### config.mk
export PLATFORM = sky130hd
export DESIGN_NAME = spi_slave_rx_tx
export DESIGN_NICKNAME = d
export VERILOG_FILES = /design/src/rtl/spi_pkg.sv /design/src/rtl/sync_edge_detect.sv /design/src/rtl/spi_slave_rx_tx.sv
export SDC_FILE = /design/constraint.sdc
export NUM_CORES = 1
export LEC_CHECK = 0
export ABC_AREA = 1
export BUFFER_PORTS_ARGS = -buffer_cell sky130_fd_sc_hd__buf_2
export CORE_UTILIZATION = 40
export CTS_CLUSTER_SIZE = 40
export DETAILED_ROUTE_END_ITERATION = 16
export HOLD_SLACK_MARGIN = 0.08
export PLACE_DENSITY = 0.7
export SLEW_MARGIN = 10
export SYNTH_ARGS = -nofsm -noshare
export SYNTH_HDL_FRONTEND = slang
export SYNTH_HIERARCHICAL = 1
export SYNTH_SLANG_ARGS = --single-unit
### constraint.sdc
create_clock -name clk_in -period 2.25 [get_ports clk_in]
set_input_delay 0.225 -clock clk_in [delete_from_list [all_inputs] [get_ports clk_in]]
set_output_delay 0.225 -clock clk_in [all_outputs]
set_load 0.005 [all_outputs]
### src/rtl/spi_pkg.sv
// spi_pkg: shared constants and state type for the SPI responder.
package spi_pkg;
    localparam int SPI_DATA_WIDTH = 8;
    localparam int MIN_SYNC_STAGES = 2;
    typedef enum logic [1:0] {IDLE, LOAD, SHIFT} state_t;
endpackage

### src/rtl/sync_edge_detect.sv
// sync_edge_detect: multi-flop synchronizer with one-cycle rise/fall pulses.
module sync_edge_detect
    import spi_pkg::*;
#(
    parameter int SYNC_STAGES = 2,
    parameter logic RESET_VAL = 1'b0
) (
    input  logic clk_in,
    input  logic reset,
    input  logic din,
    output logic sync,
    output logic rise,
    output logic fall
);
    localparam int STAGES = (SYNC_STAGES < MIN_SYNC_STAGES) ? MIN_SYNC_STAGES : SYNC_STAGES;
    logic [STAGES-1:0] chain;
    logic prev;
    always_ff @(posedge clk_in) begin
        if (reset) begin
            chain <= {STAGES{RESET_VAL}};
            prev  <= RESET_VAL;
        end else begin
            chain <= {chain[STAGES-2:0], din};
            prev  <= chain[STAGES-1];
        end
    end
    assign sync = chain[STAGES-1];
    assign rise = sync & ~prev;
    assign fall = ~sync & prev;
endmodule

### src/rtl/spi_slave_rx_tx.sv
// spi_slave_rx_tx: mode-0 SPI responder with one-entry transmit buffer.
// SPI_SLAVE_LSB_FIRST_EN selects LSB-first order in both directions (default MSB first).
module spi_slave_rx_tx
    import spi_pkg::*;
#(
    parameter int DATA_WIDTH = SPI_DATA_WIDTH,
    parameter int SYNC_STAGES = 2
) (
    input  logic                  clk_in,
    input  logic                  reset,
    input  logic                  sclk,
    input  logic                  cs_n,
    input  logic                  mosi,
    output logic                  miso,
    input  logic [DATA_WIDTH-1:0] tx_data,
    input  logic                  tx_valid,
    output logic                  tx_ready,
    output logic [DATA_WIDTH-1:0] rx_data,
    output logic                  rx_valid,
    output logic                  tx_underrun
);
    localparam int CW = $clog2(DATA_WIDTH);
    state_t state, state_next;
    logic sclk_rise, sclk_fall, sclk_level_unused;
    logic cs_sync, cs_rise, cs_fall;
    logic mosi_sync, mosi_rise_unused, mosi_fall_unused;
    logic [DATA_WIDTH-1:0] rx_shift, tx_shift, buf_data, rx_next, tx_next, load_word;
    logic [CW-1:0] bit_cnt;
    logic buf_full, reload, do_load, do_rx, do_tx, wrap, wr, load_head, next_head;

    sync_edge_detect #(.SYNC_STAGES(SYNC_STAGES), .RESET_VAL(1'b0)) u_sclk (
        .clk_in(clk_in), .reset(reset), .din(sclk),
        .sync(sclk_level_unused), .rise(sclk_rise), .fall(sclk_fall)
    );
    sync_edge_detect #(.SYNC_STAGES(SYNC_STAGES), .RESET_VAL(1'b1)) u_cs (
        .clk_in(clk_in), .reset(reset), .din(cs_n),
        .sync(cs_sync), .rise(cs_rise), .fall(cs_fall)
    );
    sync_edge_detect #(.SYNC_STAGES(SYNC_STAGES), .RESET_VAL(1'b0)) u_mosi (
        .clk_in(clk_in), .reset(reset), .din(mosi),
        .sync(mosi_sync), .rise(mosi_rise_unused), .fall(mosi_fall_unused)
    );

    assign wrap      = bit_cnt == CW'(DATA_WIDTH - 1);
    assign tx_ready  = ~buf_full;
    assign wr        = tx_valid & ~buf_full;
    assign load_word = buf_full ? buf_data : '0;
`ifdef SPI_SLAVE_LSB_FIRST_EN
    assign rx_next   = {mosi_sync, rx_shift[DATA_WIDTH-1:1]};
    assign tx_next   = tx_shift >> 1;
    assign load_head = load_word[0];
    assign next_head = tx_next[0];
`else
    assign rx_next   = {rx_shift[DATA_WIDTH-2:0], mosi_sync};
    assign tx_next   = tx_shift << 1;
    assign load_head = load_word[DATA_WIDTH-1];
    assign next_head = tx_next[DATA_WIDTH-1];
`endif

    always_ff @(posedge clk_in) begin
        if (reset) state <= IDLE;
        else       state <= state_next;
    end

    // cs_n rise overrides everything, so a simultaneous sclk edge is dropped
    always_comb begin
        state_next = state;
        do_load    = 1'b0;
        do_rx      = 1'b0;
        do_tx      = 1'b0;
        if (cs_rise) state_next = IDLE;
        else case (state)
            IDLE:  if (cs_fall) state_next = LOAD;
            LOAD: begin
                do_load    = 1'b1;
                state_next = SHIFT;
            end
            SHIFT: begin
                do_rx   = sclk_rise & ~cs_sync;
                do_load = sclk_fall & ~cs_sync & reload;
                do_tx   = sclk_fall & ~cs_sync & ~reload;
            end
            default: state_next = IDLE;
        endcase
    end

    always_ff @(posedge clk_in) begin
        if (reset) begin
            bit_cnt     <= '0;
            reload      <= 1'b0;
            rx_shift    <= '0;
            tx_shift    <= '0;
            buf_data    <= '0;
            buf_full    <= 1'b0;
            rx_data     <= '0;
            rx_valid    <= 1'b0;
            tx_underrun <= 1'b0;
            miso        <= 1'b0;
        end else begin
            rx_valid    <= do_rx & wrap;
            tx_underrun <= do_load & ~buf_full;
            // a write in the load cycle lands after the load has emptied the buffer
            buf_full    <= wr | (buf_full & ~do_load);
            if (wr) buf_data <= tx_data;
            if (do_load) begin
                tx_shift <= load_word;
                miso     <= load_head;
            end else if (do_tx) begin
                tx_shift <= tx_next;
                miso     <= next_head;
            end
            if (cs_rise) begin
                bit_cnt  <= '0;
                reload   <= 1'b0;
                rx_shift <= '0;
            end else begin
                if (do_rx) begin
                    rx_shift <= rx_next;
                    bit_cnt  <= wrap ? '0 : bit_cnt + 1'b1;
                    if (wrap) begin
                        rx_data <= rx_next;
                        reload  <= 1'b1;
                    end
                end
                if (do_load) reload <= 1'b0;
            end
        end
    end
endmodule
==> run summary <==
Status: finished clean
Clock Pin Slew Worst Setup and Hold Paths: 0.09 ns
HP Class: input port to flop
GRT Util Overall: 16.9%
Syn_area_per_cell: 7.78 um2
Vias in the first global route: 1,523
Final Wtd Congestion: 0.820
Synth Cell Area: 1910 um2
Layout Cells excl Fill: 325
Metal3 WL: 135 um
HPWL Detailed: 2.72 mm
DRT Wirelength: 3.80 mm
Vias per cell: 4.92
P&R area growth vs syn: 15.9%
# IOs: 26
Leak pwr: 1.05 nW
Pin count of the biggest net entering global routing: 19
CTS Root Cell: clkbuf_8
Worst hold stages: 3
Initial antenna violation count: 0
Num CTS Buffers: 5
Highest metal used: met4
Max cap viols: 0
Setup ws final: 0.389 ns
Hold Vio Cnt, Final: 0
VDD IR max: 0.391 mV
Commonest non-fill, non-tap cells in the layout: dfxtp_1, nor2_1, inv_1
Worst Path Max Fanout: 11
Clock sinks: 48
WHS Endpoint: u_cs/chain[0]$_SDFF_PP1_
Met1 Wirelength: 1.69 mm
Area of the core: 4470 um2
Die ar.: 5050 um2
IO Port Bufs: 25
Die X: 71.0 um
Worst Setup Start Kind: flop
Hold buffers post-CTS: 0
Rel. slew slack: 58.2%
Post-CTS Setup Inserts: 0
Fin. max-slew vios: 0
Worst Path Required: 2.47 ns
Routed WL per cell: 11.7 um
Most common cell after layout, fill and taps aside: dfxtp_1
Pwr/cell area: 850 nW/um2
DRC: 0
Drt first-iter violations: 172
1st-pass router iterations: 4
Ant diodes: 0
Worst-margin pin slew: 0.625 ns
Pwr Total: 1.88 mW
Fin nets: 291
Core Rows: 24
Net Count, Synth: 264
First-pass GRT wire length: 6.58 mm
Synth warn: 6
Post-placement setup slack: 0.456 ns
CTS tree: yes
Worst r2r dst: rx_shift[5]$_SDFFE_PP0P_
Worst-Skew Late Latency: 0.30 ns
DR WL met2: 1.86 mm
Most used cell, CP: inv_1
Worst R2R Path Depth: 8
Min-Delay Startpoint: cs_n
Die H: 71.0 um
CP Class: flop to flop
Worst path slowest cell: inv_1
Crit share post-route: 82.7%
Clock Path Buffers: 2
Min Tclk post-route: 1.86 ns
RSZ-0062 raised after global routing: no
Layout Skew: 0.0102 ns
Slowest stage delay, CP: 0.33 ns
Placed insts: 317
Post-DRT Antenna Nets: 0
Initial Util: 42.6%
Data arrival, critical path: 2.08 ns
CTS resizes: 0
Final setup viols: 0
Vias: 1,600
Grt total ovfl: 0
Final core utilization: 49.4%
Crit path capture type: flop
Share of cells above drive strength 1: 15.8%
CP Cell Sequence: inv_1, ha_1, inv_2, nor2_4, nand3_2, inv_1, o21ai_0, a21oi_1
H-tree levels: 2
Post-Syn Instances: 245
Accumulated negative setup slack: 0 ns
Start of the worst register-to-register path: state[0]$_SDFFE_PP0P_
R2R setup slack: 0.39 ns
Maximum clock rate: 537 MHz
==> stage by stage <==
step                hold slack (ns)  cell area, um2
floorplan                     0.296            1910
global placement              0.390            2070
detailed placement            0.397            2070
CTS                          0.0910            2210
global route                  0.105            2210
finish                       0.0945            2210
==> state kept, by name (all words and copies together) (netlist names) <==
name          cells
rx_valid          1
buf_data          8
u_sclk/chain      2
u_cs/prev         1
u_cs/chain        2
buf_full          1
rx_data           8
tx_underrun       1
bit_cnt           3
reload            1
miso              1
rx_shift          7
u_mosi/chain      2
tx_shift          7
state             2
u_sclk/prev       1
==> area by class of cell <==
type / count / area, um2
multi-input cells: 153 / 762
repair buffers: 27 / 140
inverters: 37 / 144
well taps: 52 / 65.1
fillers: 442 / 2260
clock buffers: 5 / 68.8
clock inverters: 3 / 68.8
flip-flops and latches: 48 / 961
==> where the power goes <==
group          leakage, nW  switching [mW]  total [mW]  internal, mW
logic                0.591           0.150       0.232        0.0817
clock network       0.0687           0.291       0.738         0.447
registers            0.391          0.0228       0.909         0.886
total                 1.05           0.464        1.88          1.41
==> worst max path at each step <==
| stage | cells after the start | startpoint | slack (ns) | endpoint |
|---|---|---|---|---|
| 6_report | 8 | state[0]$_SDFFE_PP0P_ | 0.39 | rx_shift[5]$_SDFFE_PP0P_ |
| 5_1_grt | 8 | state[0]$_SDFFE_PP0P_ | 0.19 | rx_shift[2]$_SDFFE_PP0P_ |
| 4_1_cts | 8 | state[0]$_SDFFE_PP0P_ | 0.40 | rx_shift[2]$_SDFFE_PP0P_ |
| 3_5_place_dp | 8 | state[0]$_SDFFE_PP0P_ | 0.46 | rx_shift[2]$_SDFFE_PP0P_ |
| 3_3_place_gp | 8 | state[0]$_SDFFE_PP0P_ | 0.57 | rx_shift[6]$_SDFFE_PP0P_ |
| 2_1_floorplan | 8 | state[0]$_SDFFE_PP0P_ | 0.74 | tx_shift[0]$_SDFFE_PP0P_ |
==> layer usage <==
metal | vias to the layer above | global-route usage, %
met2 | 30 | 29.1
met4 | 0 | 7.33
li1 | 840 | -
met5 | - | 0
met1 | 722 | 19.8
met3 | 8 | 4.56
==> critical path, delay by kind of cell (launching register included) <==
family	cells	cell delay [ns]
adder cells (fa/ha/maj)	1	0.22
flip-flops	1	0.32
AND/OR/NAND/NOR	2	0.45
AO/OA/AOI/OAI	2	0.31
buffers and inverters	3	0.50
Note: power is estimated with default switching activity, not from simulation.
